**src/rtl/memd_arbiter_if.sv**
```systemverilog
// Requester and data-memory signal bundle for memd_arbiter.
// slave = arbiter side, master = requesters plus memory side.
interface memd_arbiter_if #(
  parameter int ADDR_W = 11,
  parameter int DATA_W = 16
);
  logic              req0;
  logic              we0;
  logic [ADDR_W-1:0] addr0;
  logic [DATA_W-1:0] wdata0;
  logic              gnt0;
  logic              done0;
  logic [DATA_W-1:0] rdata0;

  logic              req1;
  logic              we1;
  logic [ADDR_W-1:0] addr1;
  logic [DATA_W-1:0] wdata1;
  logic              gnt1;
  logic              done1;
  logic [DATA_W-1:0] rdata1;

  logic              mem_rd;
  logic              mem_wr;
  logic [ADDR_W-1:0] mem_addr;
  logic [DATA_W-1:0] mem_wdata;
  logic [DATA_W-1:0] mem_rdata;

  // Handshake: req/we/addr/wdata are held until the one-cycle gnt pulse;
  // done pulses once per accepted transaction, rdata valid from done on.
  modport slave (
    input  req0, we0, addr0, wdata0, req1, we1, addr1, wdata1, mem_rdata,
    output gnt0, done0, rdata0, gnt1, done1, rdata1,
    output mem_rd, mem_wr, mem_addr, mem_wdata
  );

  modport master (
    output req0, we0, addr0, wdata0, req1, we1, addr1, wdata1, mem_rdata,
    input  gnt0, done0, rdata0, gnt1, done1, rdata1,
    input  mem_rd, mem_wr, mem_addr, mem_wdata
  );
endinterface

```
**src/rtl/memd_arbiter.sv**
```systemverilog
// Round-robin arbiter sharing the single-port data memory between the
// control FSM (port 0) and the loader/debug port (port 1).
module memd_arbiter #(
  parameter int ADDR_W = 11,
  parameter int DATA_W = 16,
  parameter int RD_LAT = 2
) (
  input  logic           clk,
  input  logic           rst,
  memd_arbiter_if.slave  bus,
  output logic           busy,
  output logic           owner,
  output logic [1:0]     state_dbg
);
  typedef enum logic [1:0] {IDLE, ACCESS, WAIT, DONE} state_t;

  localparam logic [2:0] LAT_M1 = 3'(RD_LAT - 1);

  state_t     state;
  logic [2:0] cnt;
  logic       we_l;
  logic       pick;
  logic       sel_we;

  assign state_dbg = state;

  // On a tie the requester that did not own the last grant wins.
  always_comb begin
    pick   = (bus.req0 && bus.req1) ? ~owner : bus.req1;
    sel_we = pick ? bus.we1 : bus.we0;
  end

  always_ff @(posedge clk) begin
    if (rst) begin
      state         <= IDLE;
      owner         <= 1'b1;
      cnt           <= 3'd0;
      we_l          <= 1'b0;
      busy          <= 1'b0;
      bus.gnt0      <= 1'b0;
      bus.gnt1      <= 1'b0;
      bus.done0     <= 1'b0;
      bus.done1     <= 1'b0;
      bus.rdata0    <= '0;
      bus.rdata1    <= '0;
      bus.mem_rd    <= 1'b0;
      bus.mem_wr    <= 1'b0;
      bus.mem_addr  <= '0;
      bus.mem_wdata <= '0;
    end else begin
      bus.gnt0  <= 1'b0;
      bus.gnt1  <= 1'b0;
      bus.done0 <= 1'b0;
      bus.done1 <= 1'b0;
      case (state)
        IDLE: begin
          if (bus.req0 || bus.req1) begin
            owner         <= pick;
            we_l          <= sel_we;
            bus.mem_addr  <= pick ? bus.addr1 : bus.addr0;
            bus.mem_wdata <= pick ? bus.wdata1 : bus.wdata0;
            bus.mem_wr    <= sel_we;
            bus.mem_rd    <= ~sel_we;
            bus.gnt0      <= ~pick;
            bus.gnt1      <= pick;
            busy          <= 1'b1;
            state         <= ACCESS;
          end
        end
        ACCESS: begin
          if (we_l) begin
            bus.mem_wr <= 1'b0;
            bus.done0  <= ~owner;
            bus.done1  <= owner;
            state      <= DONE;
          end else if (RD_LAT > 1) begin
            cnt   <= LAT_M1;
            state <= WAIT;
          end else begin
            if (owner) bus.rdata1 <= bus.mem_rdata;
            else       bus.rdata0 <= bus.mem_rdata;
            bus.mem_rd <= 1'b0;
            bus.done0  <= ~owner;
            bus.done1  <= owner;
            state      <= DONE;
          end
        end
        WAIT: begin
          // mem_rd stays high here so it spans exactly RD_LAT cycles in total.
          if (cnt == 3'd1) begin
            if (owner) bus.rdata1 <= bus.mem_rdata;
            else       bus.rdata0 <= bus.mem_rdata;
            bus.mem_rd <= 1'b0;
            bus.done0  <= ~owner;
            bus.done1  <= owner;
            state      <= DONE;
          end else begin
            cnt <= cnt - 3'd1;
          end
        end
        DONE: begin
          busy  <= 1'b0;
          state <= IDLE;
        end
        default: state <= IDLE;
      endcase
    end
  end
endmodule

```
**src/flat_wrapper.sv**
```systemverilog
// flat-port wrapper written by rule: the top's interface ports become plain ports
module memd_arbiter_flat 
#(
  parameter int ADDR_W = 11,
  parameter int DATA_W = 16,
  parameter int RD_LAT = 2
)
  (clk, rst, busy, owner, state_dbg, bus_req0, bus_we0, bus_addr0, bus_wdata0, bus_req1, bus_we1, bus_addr1, bus_wdata1, bus_mem_rdata, bus_gnt0, bus_done0, bus_rdata0, bus_gnt1, bus_done1, bus_rdata1, bus_mem_rd, bus_mem_wr, bus_mem_addr, bus_mem_wdata);
  memd_arbiter_if #(.ADDR_W(ADDR_W), .DATA_W(DATA_W)) bus_i ();
  input  logic clk;
  input  logic rst;
  output logic busy;
  output logic owner;
  output logic [1:0] state_dbg;
  input wire logic [$bits(bus_i.req0)-1:0] bus_req0;
  input wire logic [$bits(bus_i.we0)-1:0] bus_we0;
  input wire logic [$bits(bus_i.addr0)-1:0] bus_addr0;
  input wire logic [$bits(bus_i.wdata0)-1:0] bus_wdata0;
  input wire logic [$bits(bus_i.req1)-1:0] bus_req1;
  input wire logic [$bits(bus_i.we1)-1:0] bus_we1;
  input wire logic [$bits(bus_i.addr1)-1:0] bus_addr1;
  input wire logic [$bits(bus_i.wdata1)-1:0] bus_wdata1;
  input wire logic [$bits(bus_i.mem_rdata)-1:0] bus_mem_rdata;
  output wire logic [$bits(bus_i.gnt0)-1:0] bus_gnt0;
  output wire logic [$bits(bus_i.done0)-1:0] bus_done0;
  output wire logic [$bits(bus_i.rdata0)-1:0] bus_rdata0;
  output wire logic [$bits(bus_i.gnt1)-1:0] bus_gnt1;
  output wire logic [$bits(bus_i.done1)-1:0] bus_done1;
  output wire logic [$bits(bus_i.rdata1)-1:0] bus_rdata1;
  output wire logic [$bits(bus_i.mem_rd)-1:0] bus_mem_rd;
  output wire logic [$bits(bus_i.mem_wr)-1:0] bus_mem_wr;
  output wire logic [$bits(bus_i.mem_addr)-1:0] bus_mem_addr;
  output wire logic [$bits(bus_i.mem_wdata)-1:0] bus_mem_wdata;
  assign bus_i.req0 = bus_req0;
  assign bus_i.we0 = bus_we0;
  assign bus_i.addr0 = bus_addr0;
  assign bus_i.wdata0 = bus_wdata0;
  assign bus_i.req1 = bus_req1;
  assign bus_i.we1 = bus_we1;
  assign bus_i.addr1 = bus_addr1;
  assign bus_i.wdata1 = bus_wdata1;
  assign bus_i.mem_rdata = bus_mem_rdata;
  assign bus_gnt0 = bus_i.gnt0;
  assign bus_done0 = bus_i.done0;
  assign bus_rdata0 = bus_i.rdata0;
  assign bus_gnt1 = bus_i.gnt1;
  assign bus_done1 = bus_i.done1;
  assign bus_rdata1 = bus_i.rdata1;
  assign bus_mem_rd = bus_i.mem_rd;
  assign bus_mem_wr = bus_i.mem_wr;
  assign bus_mem_addr = bus_i.mem_addr;
  assign bus_mem_wdata = bus_i.mem_wdata;
  memd_arbiter #(.ADDR_W(ADDR_W), .DATA_W(DATA_W), .RD_LAT(RD_LAT)) u_core (.clk(clk), .rst(rst), .bus(bus_i), .busy(busy), .owner(owner), .state_dbg(state_dbg));
endmodule
```
**config.mk**
```make
export PLATFORM = sky130hd
export DESIGN_NAME = memd_arbiter_flat
export DESIGN_NICKNAME = d
export VERILOG_FILES = /design/src/rtl/memd_arbiter_if.sv /design/src/rtl/memd_arbiter.sv /design/src/flat_wrapper.sv
export SDC_FILE = /design/constraint.sdc
export NUM_CORES = 1
export LEC_CHECK = 0
export CAP_MARGIN = 20
export CORE_MARGIN = 3
export CORE_UTILIZATION = 30
export CTS_CLUSTER_DIAMETER = 200
export DETAILED_ROUTE_END_ITERATION = 8
export PLACE_DENSITY_LB_ADDON = 0.1
export SKIP_CTS_REPAIR_TIMING = 1
export SYNTH_ARGS = -nofsm -noshare
export SYNTH_HDL_FRONTEND = slang
export SYNTH_SLANG_ARGS = --single-unit
```
**constraint.sdc**
```tcl
create_clock -name clk -period 2.9 [get_ports clk]
set_clock_uncertainty 0.2 [all_clocks]
set_input_delay 0.87 -clock clk [delete_from_list [all_inputs] [get_ports clk]]
set_output_delay 0.87 -clock clk [all_outputs]
set_load 0.005 [all_outputs]
```
==> results of run 1 <==
-- sequential cells by signal, indices dropped and copies added (netlist names) --
name	count
u_core.bus.done0	1
u_core.bus.done1	1
u_core.bus.gnt0	1
u_core.bus.gnt1	1
u_core.bus.mem_addr	11
u_core.bus.mem_rd	1
u_core.bus.mem_wdata	16
u_core.bus.mem_wr	1
u_core.bus.rdata0	16
u_core.bus.rdata1	16
u_core.busy	1
u_core.cnt	3
u_core.owner	1
u_core.state_dbg	2
u_core.we_l	1
-- cells by family (layout without fill, tap and decap cells) --
kind of cell	Yosys count	after routing
adder cells (fa/ha/maj)	8	8
AND/OR/NAND/NOR	91	91
buffers and inverters	28	170
AO/OA/AOI/OAI	106	106
flip-flops	73	73
multiplexers	31	31
-- worst max-delay path by stage --
stage,from,to,slack [ns],depth (start not counted)
final,u_core.owner,owner,0.30,1
after global routing,u_core.owner,owner,0.20,1
after CTS,u_core.owner,owner,0.26,1
after detailed placement,bus_req0,u_core.state_dbg[0],0.22,5
after global placement,bus_req0,u_core.bus.mem_rd,0.22,5
after floorplan,bus_req1,u_core.bus.mem_rd,0.93,4
-- per-layer routing --
metal,up-vias,wire (um),share of wire [%],global-route usage [%]
li1,1439,-,-,-
met1,1219,3570,43,16.9
met5,-,0,0,0
met4,0,46,0.55,3.79
met2,90,3950,47,24.0
met3,5,808,9.6,7.72
-- power breakdown --
part,switching (mW),internal [mW]
registers,0.131,1.22
logic,0.520,0.676
clock network,0.409,0.405
total,1.06,2.30
-- cells in the mapped netlist, types with 2 or more instances --
| cell | count |
|---|---|
| sky130_fd_sc_hd__a211oi_1 | 2 |
| sky130_fd_sc_hd__a21oi_1 | 64 |
| sky130_fd_sc_hd__and3_1 | 3 |
| sky130_fd_sc_hd__and4b_1 | 3 |
| sky130_fd_sc_hd__buf_2 | 4 |
| sky130_fd_sc_hd__buf_4 | 3 |
| sky130_fd_sc_hd__clkbuf_1 | 14 |
| sky130_fd_sc_hd__dfxtp_1 | 73 |
| sky130_fd_sc_hd__ha_1 | 8 |
| sky130_fd_sc_hd__inv_1 | 5 |
| sky130_fd_sc_hd__mux2i_1 | 31 |
| sky130_fd_sc_hd__nand2_1 | 68 |
| sky130_fd_sc_hd__nand3_1 | 3 |
| sky130_fd_sc_hd__nor2_1 | 4 |
| sky130_fd_sc_hd__o21ai_0 | 34 |
-- area by class of cell --
| type | count | area share (%) |
|---|---|---|
| well taps | 129 | 3.40 |
| flip-flops and latches | 73 | 30.8 |
| repair buffers | 149 | 32.0 |
| inverters | 5 | 0.395 |
| multi-input cells | 236 | 29.2 |
| clock buffers | 9 | 2.61 |
| clock inverters | 7 | 1.63 |
-- metrics by stage --
step	setup slack (ns)	util (%)
3_3_place_gp	0.216	48.3
3_5_place_dp	0.215	48.3
4_1_cts	0.262	50.4
2_1_floorplan	0.928	-
6_report	0.300	50.4
5_1_grt	0.199	50.4
==> flow_summary.yaml, run 1 <==
power:
  power.static_leakage_nw: 1.72
  p_per_area_mw_per_mm2: 707
  vdd.ir_drop.worst_uv: 410
  power_mw: 3.36
synthesis:
  syn-num-nets: 421
  share_of_yosys_cell_area_claimed_by_the_top_area_cell_type_pct: 49.2
  asyncSetResetFlopFracSynth_pct: 0
  mappedNetlistArea_mm2: 0.00297
  post_synth.cell_area_avg_um2: 8.81
  postSynthRegisterBits: 73
  synthesis.instances: 337
  xor_xnor_cell_area_share_of_the_yosys_netlist_pct: 0
  synth.yosys.seq_area_share_pct: 49.2
  synth-edff-count: 0
  synth_top_flop_cell: "sky130_fd_sc_hd__dfxtp_1"
  ys_top_cells_by_area: "sky130_fd_sc_hd__dfxtp_1 49%, sky130_fd_sc_hd__a21oi_1 11%, sky130_fd_sc_hd__mux2i_1 10%"
  synth_cell_type_count: 33
  yosys_warnings: 0
  synth_top_family_by_area: "compound AO/OA/AOI/OAI gates"
  leading_area_contributor_after_synthesis: "sky130_fd_sc_hd__dfxtp_1"
  synth_adder_area_share_pct: 3.37
  fraction_of_the_mapped_netlist_area_in_simple_logic_gates_pct: 13.8
  post_synth_mux_area_share_pct: 10.4
  synth-compound-area-share_pct: 19.1
timing:
  rsz_0062_raised_after_global_routing: "no"
  setup_total_negative_slack_ns: 0
  hold_viol_final: 0
  final-setup-viol-count: 0
  drv_slew: 0
  tightest_slew_margin_relative_to_the_limit_pct: 32.7
  finalWorstPathRequiredPeriod_ns: 2.60
  clock.fmax_mhz: 385
  worst-slew-pin-transition_ns: 1.00
  fin_crit_sh_pct: 89.6
  hold_ws_ns: 0.255
route:
  finalWirelength_um: 8370
  drt-pass1-iter-count: 4
  dr_total_vias: 2753
  vias_per_cell: 4.53
  route.antenna.remaining_nets: 0
  drc: 0
  first_iter_violations: 62
  detail_route.wl_per_cell_um: 13.8
placed_design:
  buffer_ports.inserted: 144
  routabilityCongestion: 0.773
  numPlacedInstances: 592
  hpwlAfterDp_um: 5970
  placed_cell_area_mm2: 0.00454
grt:
  number_of_global_route_vias_before_repair: 2639
  grt_antenna_before_repair: 0
  grt_use_total_pct: 14.7
  grt_start_max_net_pins: 59
  global_route_wire_length_before_repair_um: 13200
  globalRoute.totalOverflow: 0
cells_and_area:
  flow.area_growth_from_synthesis_pct: 59.8
  stdcell_count: 608
  postLayoutCellArea_mm2: 0.00475
  layout.nets: 558
  final_common_cell: "sky130_fd_sc_hd__clkdlybuf4s50_1"
  layout-drive-gt1-share_pct: 5.43
  layout.cells.most_common_list: "144 x sky130_fd_sc_hd__clkdlybuf4s50_1, 73 x sky130_fd_sc_hd__dfxtp_1, 68 x sky130_fd_sc_hd__nand2_1"
  layout.filler_cells: 904
  antenna_cells_inserted: 0
  seqCellArea_mm2: 0.00146
  multi_input_area_mm2: 0.00139
worst_hold_path:
  worstHoldPathType: "register to register"
  whs_endpoint: "u_core.bus.rdata0[0]"
  hold_start: "u_core.bus.rdata0[0]"
  worst_hold_path.num_cells: 2
critical_path:
  critical_path_arrival_ns: 1.53
  worstPathMaxFanout: 9
  critical_path_class: "register to primary output"
  crit_path_top_delay_cell: "sky130_fd_sc_hd__clkdlybuf4s50_1"
  critical_path.reg2reg.endpoint: "u_core.bus.rdata0[8]"
  path_buf_inv: 1
  timing.critical_path.required_ns: 1.83
  setup.reg_to_reg.worst_slack_ns: 0.68
  reg2reg_depth: 5
  crit_path_start_kind: "register"
  r2r-start: "u_core.state_dbg[0]"
  cp_slowest_stage_delay_ns: 0.63
  cpLargestDelayFamily: "buffers and inverters"
  crit_path_cell_trace: "clkdlybuf4s50_1"
  worstSetupEndpointType: "primary output"
clock_network:
  clock_sink_count: 73
  cts-root-to-sink-buffers: 2
  clock_insertion_delay_worst_skew_ns: 0.34
  cts_buffers: 9
  clock_tree_from_tritoncts: "done"
  clock_input_transition_at_the_sequential_cells_of_the_worst_setup_and_hold_paths_ns: 0.08
  htree_levels: 3
  cts_root_buf: "sky130_fd_sc_hd__clkbuf_8"
run:
  drv_cap: 0
floorplan:
  placement_rows: 35
  start_util_pct: 31.5
  die_area_mm2: 0.0111
  design.portCount: 145
  fp.dieW_um: 106
  die_height_um: 106
  design.core.area_mm2: 0.00942
status:
  run_status: "finished, final reports clean"
Power figures use the tool's default switching activity.
==> run 2: changes to the inputs <==
Settings changed: CORE_ASPECT_RATIO set to 0.7, SKIP_CTS_REPAIR_TIMING 1 to not set.
==> flow_summary.yaml, run 2 (synthesis gave the netlist of run 1 again) <==
critical_path:
  worstPathMaxFanout: 9
  reg2reg_depth: 6
  critical_path.reg2reg.endpoint: "u_core.bus.mem_rd"
  critical_path_class: "register to primary output"
  r2r-start: "u_core.state_dbg[0]"
  timing.critical_path.required_ns: 1.83
  critical_path_arrival_ns: 1.50
  cpLargestDelayFamily: "buffers and inverters"
  setup.reg_to_reg.worst_slack_ns: 0.83
  crit_path_top_delay_cell: "sky130_fd_sc_hd__clkdlybuf4s50_1"
  crit_path_start_kind: "register"
  cp_slowest_stage_delay_ns: 0.61
  path_buf_inv: 1
  worstSetupEndpointType: "primary output"
  crit_path_cell_trace: "clkdlybuf4s50_1"
run:
  drv_cap: 0
timing:
  clock.fmax_mhz: 389
  setup_total_negative_slack_ns: 0
  final_critical_path_setup_slack_ns: 0.331
  hold_viol_final: 0
  fin_crit_sh_pct: 88.6
  finalWorstPathRequiredPeriod_ns: 2.57
  rsz_0062_raised_after_global_routing: "no"
  final-setup-viol-count: 0
  tightest_slew_margin_relative_to_the_limit_pct: 51.9
  worst-slew-pin-transition_ns: 0.719
  hold_ws_ns: 0.252
  drv_slew: 0
grt:
  grt_use_total_pct: 15.6
  number_of_global_route_vias_before_repair: 2753
  grt_start_max_net_pins: 59
  global_route_wire_length_before_repair_um: 13900
  globalRoute.totalOverflow: 0
  grt_antenna_before_repair: 0
floorplan:
  design.portCount: 145
  fp.dieW_um: 125
  die_area_mm2: 0.0112
  design.core.area_mm2: 0.00936
  placement_rows: 29
  die_height_um: 89.3
  start_util_pct: 31.7
cells_and_area:
  postLayoutCellArea_mm2: 0.00486
  stdcell_count: 604
  biggestRegsByFlops: "u_core.bus.mem_wdata x16, u_core.bus.rdata0 x16, u_core.bus.rdata1 x16"
  layout.cells.most_common_list: "144 x sky130_fd_sc_hd__clkdlybuf4s50_1, 73 x sky130_fd_sc_hd__dfxtp_1, 68 x sky130_fd_sc_hd__nand2_1"
  layout-drive-gt1-share_pct: 5.42
  layout.nets: 559
  antenna_cells_inserted: 0
  final_common_cell: "sky130_fd_sc_hd__clkdlybuf4s50_1"
  flow.area_growth_from_synthesis_pct: 63.7
placed_design:
  numPlacedInstances: 587
  dp_slack_ns: 0.256
  placed_cell_area_mm2: 0.00454
  hpwlAfterDp_um: 6180
  routabilityCongestion: 0.748
  buffer_ports.inserted: 144
clock_network:
  clock_tree_from_tritoncts: "done"
  clock_input_transition_at_the_sequential_cells_of_the_worst_setup_and_hold_paths_ns: 0.06
  cts_post_setup_buffers_inserted: 0
  post_cts_resize_count: 0
  cts_buffers: 9
  clock_insertion_delay_worst_skew_ns: 0.33
  cts_root_buf: "sky130_fd_sc_hd__clkbuf_16"
  ctsHoldBuffers: 0
  htree_levels: 3
  clock_sink_count: 73
  cts-root-to-sink-buffers: 2
worst_hold_path:
  hold_start: "u_core.bus.rdata0[3]"
  worstHoldPathType: "register to register"
  worst_hold_path.num_cells: 2
  whs_endpoint: "u_core.bus.rdata0[3]"
route:
  route.antenna.remaining_nets: 0
  drc: 0
  finalWirelength_um: 8710
  detail_route.wl_per_cell_um: 14.4
  drt-pass1-iter-count: 5
  vias_per_cell: 4.66
  first_iter_violations: 132
  dr_total_vias: 2815
power:
  power.static_leakage_nw: 1.78
  p_per_area_mw_per_mm2: 764
  vdd.ir_drop.worst_uv: 392
status:
  run_status: "finished, final reports clean"
-- run 2: cell types whose count changed in the layout (fill, tap and decap cells not counted) --
| cell | before | now |
|---|---|---|
| sky130_fd_sc_hd__clkbuf_8 | 9 | 1 |
| sky130_fd_sc_hd__bufinv_16 | 1 | 2 |
| sky130_fd_sc_hd__clkbuf_1 | 0 | 1 |
| sky130_fd_sc_hd__inv_6 | 2 | 0 |
| sky130_fd_sc_hd__clkinv_4 | 2 | 0 |
| sky130_fd_sc_hd__clkinv_2 | 1 | 3 |
| sky130_fd_sc_hd__clkbuf_16 | 0 | 9 |
-- run 2: through the flow --
stage / utilization [%] / power [mW]
global route: 52.0 / 3.93
finish: 52.0 / 3.72
floorplan: - / 1.91
global placement: 48.5 / 2.57
detailed placement: 48.5 / 2.58
CTS: 51.8 / 3.77
-- run 2: metal layers --
metal,track usage [%],up-vias,part of all wire (%)
li1,-,1445,-
met4,4.82,0,1.2
met3,7.34,12,8.1
met5,0,-,0
met2,25.1,70,46
met1,18.9,1288,45
-- run 2: power by group --
| group | total (mW) | leakage, nW | switching (mW) | internal [mW] |
|---|---|---|---|---|
| Sequential | 1.35 | 0.597 | 0.136 | 1.22 |
| Clock | 1.16 | 0.152 | 0.408 | 0.748 |
| Combinational | 1.21 | 1.03 | 0.526 | 0.679 |
-- run 2: worst max path at each step --
stage	from	end	slack, ns	depth (start not counted)
2_1_floorplan	bus_req1	u_core.bus.mem_rd	0.93	4
3_3_place_gp	bus_req0	u_core.bus.mem_rd	0.32	5
3_5_place_dp	bus_req0	u_core.bus.mem_rd	0.26	5
4_1_cts	u_core.owner	owner	0.32	1
5_1_grt	u_core.owner	owner	0.29	1
6_report	u_core.owner	owner	0.33	1
-- run 2: layout make-up --
type / count / area (um2)
Clock buffer: 10 / 229
Clock inverter: 6 / 82.6
Fill cell: 909 / 4500
Inverter: 5 / 18.8
Multi-Input combinational cell: 236 / 1390
Sequential cell: 73 / 1460
Tap cell: 124 / 155
Timing Repair Buffer: 150 / 1530
==> run 3: changes to the inputs <==
Settings changed: CORE_MARGIN 3 to 4.
==> flow_summary.yaml, run 3 (synthesis gave the netlist of run 1 again) <==
run:
  drv_cap: 0
route:
  finalWirelength_um: 8830
  dr_total_vias: 2830
  route.antenna.remaining_nets: 0
  drc: 0
  drt-pass1-iter-count: 4
  vias_per_cell: 4.65
  detail_route.wl_per_cell_um: 14.5
  first_iter_violations: 110
clock_network:
  clock_tree_from_tritoncts: "done"
  clock_input_transition_at_the_sequential_cells_of_the_worst_setup_and_hold_paths_ns: 0.06
  htree_levels: 3
  clock_sink_count: 73
  cts_root_buf: "sky130_fd_sc_hd__clkbuf_16"
  clock_insertion_delay_worst_skew_ns: 0.33
  post_cts_resize_count: 0
  ctsHoldBuffers: 0
  cts_buffers: 9
  cts_post_setup_buffers_inserted: 0
  cts-root-to-sink-buffers: 2
floorplan:
  design.portCount: 145
  fp.dieW_um: 127
  die_area_mm2: 0.0116
  design.core.area_mm2: 0.00968
  die_height_um: 91.3
  placement_rows: 30
  start_util_pct: 30.7
placed_design:
  buffer_ports.inserted: 144
  dp_slack_ns: 0.252
  hpwlAfterDp_um: 6400
  numPlacedInstances: 593
  routabilityCongestion: 0.743
worst_hold_path:
  whs_endpoint: "u_core.bus.rdata1[6]"
  hold_start: "u_core.bus.rdata1[6]"
  worst_hold_path.num_cells: 2
  worstHoldPathType: "register to register"
critical_path:
  critical_path_class: "register to primary output"
  crit_path_cell_trace: "clkdlybuf4s50_1"
  timing.critical_path.required_ns: 1.83
  reg2reg_depth: 6
  path_buf_inv: 1
  critical_path_arrival_ns: 1.45
  crit_path_start_kind: "register"
  cpLargestDelayFamily: "buffers and inverters"
  crit_path_top_delay_cell: "sky130_fd_sc_hd__clkdlybuf4s50_1"
  r2r-start: "u_core.state_dbg[0]"
  setup.reg_to_reg.worst_slack_ns: 0.81
  critical_path.reg2reg.endpoint: "u_core.bus.mem_rd"
  worstSetupEndpointType: "primary output"
  worstPathMaxFanout: 9
  cp_slowest_stage_delay_ns: 0.59
timing:
  rsz_0062_raised_after_global_routing: "no"
  final_critical_path_setup_slack_ns: 0.379
  setup_total_negative_slack_ns: 0
  drv_slew: 0
  tightest_slew_margin_relative_to_the_limit_pct: 49.1
  final-setup-viol-count: 0
  clock.fmax_mhz: 397
  finalWorstPathRequiredPeriod_ns: 2.52
  hold_ws_ns: 0.252
  worst-slew-pin-transition_ns: 0.762
  fin_crit_sh_pct: 86.9
  hold_viol_final: 0
power:
  power_mw: 3.61
  vdd.ir_drop.worst_uv: 334
  power.static_leakage_nw: 1.78
  p_per_area_mw_per_mm2: 746
grt:
  grt_use_total_pct: 15.5
  grt_antenna_before_repair: 0
  grt_start_max_net_pins: 39
  globalRoute.totalOverflow: 0
  number_of_global_route_vias_before_repair: 2682
  global_route_wire_length_before_repair_um: 14300
cells_and_area:
  biggestRegsByFlops: "u_core.bus.mem_wdata x16, u_core.bus.rdata0 x16, u_core.bus.rdata1 x16"
  multi_input_area_mm2: 0.00139
  final_common_cell: "sky130_fd_sc_hd__clkdlybuf4s50_1"
  stdcell_count: 609
  antenna_cells_inserted: 0
  seqCellArea_mm2: 0.00146
  layout.filler_cells: 938
  layout-drive-gt1-share_pct: 5.61
  layout.cells.most_common_list: "144 x sky130_fd_sc_hd__clkdlybuf4s50_1, 73 x sky130_fd_sc_hd__dfxtp_1, 68 x sky130_fd_sc_hd__nand2_1"
  layout.nets: 560
  flow.area_growth_from_synthesis_pct: 62.9
status:
  run_status: "finished, final reports clean"
run 3: changes by cell type in the layout (fill, tap and decap cells not counted):
cell / before / now
sky130_fd_sc_hd__buf_4: 2 / 5
sky130_fd_sc_hd__bufinv_16: 2 / 0
sky130_fd_sc_hd__clkinvlp_4: 1 / 0
sky130_fd_sc_hd__clkbuf_8: 1 / 4
sky130_fd_sc_hd__clkinv_2: 3 / 2
sky130_fd_sc_hd__buf_12: 3 / 2
run 3: worst max path at each step:
| stage | startpoint | end | slack, ns | cells after the start |
|---|---|---|---|---|
| CTS | u_core.owner | owner | 0.36 | 1 |
| detailed placement | bus_req0 | u_core.bus.mem_rd | 0.25 | 5 |
| finish | u_core.owner | owner | 0.38 | 1 |
| global route | u_core.owner | owner | 0.31 | 1 |
| global placement | bus_req0 | u_core.bus.mem_rd | 0.29 | 5 |
| floorplan | bus_req1 | u_core.bus.mem_rd | 0.93 | 4 |
run 3: final cells by class:
cell class                      count  area share, %
Clock buffer                       14           5.87
Multi-Input combinational cell    236           28.6
Timing Repair Buffer              151           31.4
Tap cell                          128           3.31
Clock inverter                      2          0.207
Sequential cell                    73           30.2
Inverter                            5          0.388
run 3: power breakdown:
| group | switching, mW | total (mW) | internal (mW) |
|---|---|---|---|
| combinational | 0.523 | 1.19 | 0.669 |
| sequential | 0.128 | 1.35 | 1.22 |
| clock | 0.401 | 1.07 | 0.670 |
| total | 1.05 | 3.61 | 2.56 |
run 3: per-stage QoR:
step	instance area, um2	utilization, %
detailed placement	4550	46.9
global route	4840	50.0
floorplan	2970	-
global placement	4550	46.9
finish	4840	50.0
CTS	4840	50.0
run 3: metal layers:
layer	up-vias	track usage [%]	wire, um
met5	-	0	0
met3	11	4.88	536
met2	84	23.9	4000
met4	0	5.18	113
met1	1288	20.6	4190
li1	1447	-	-
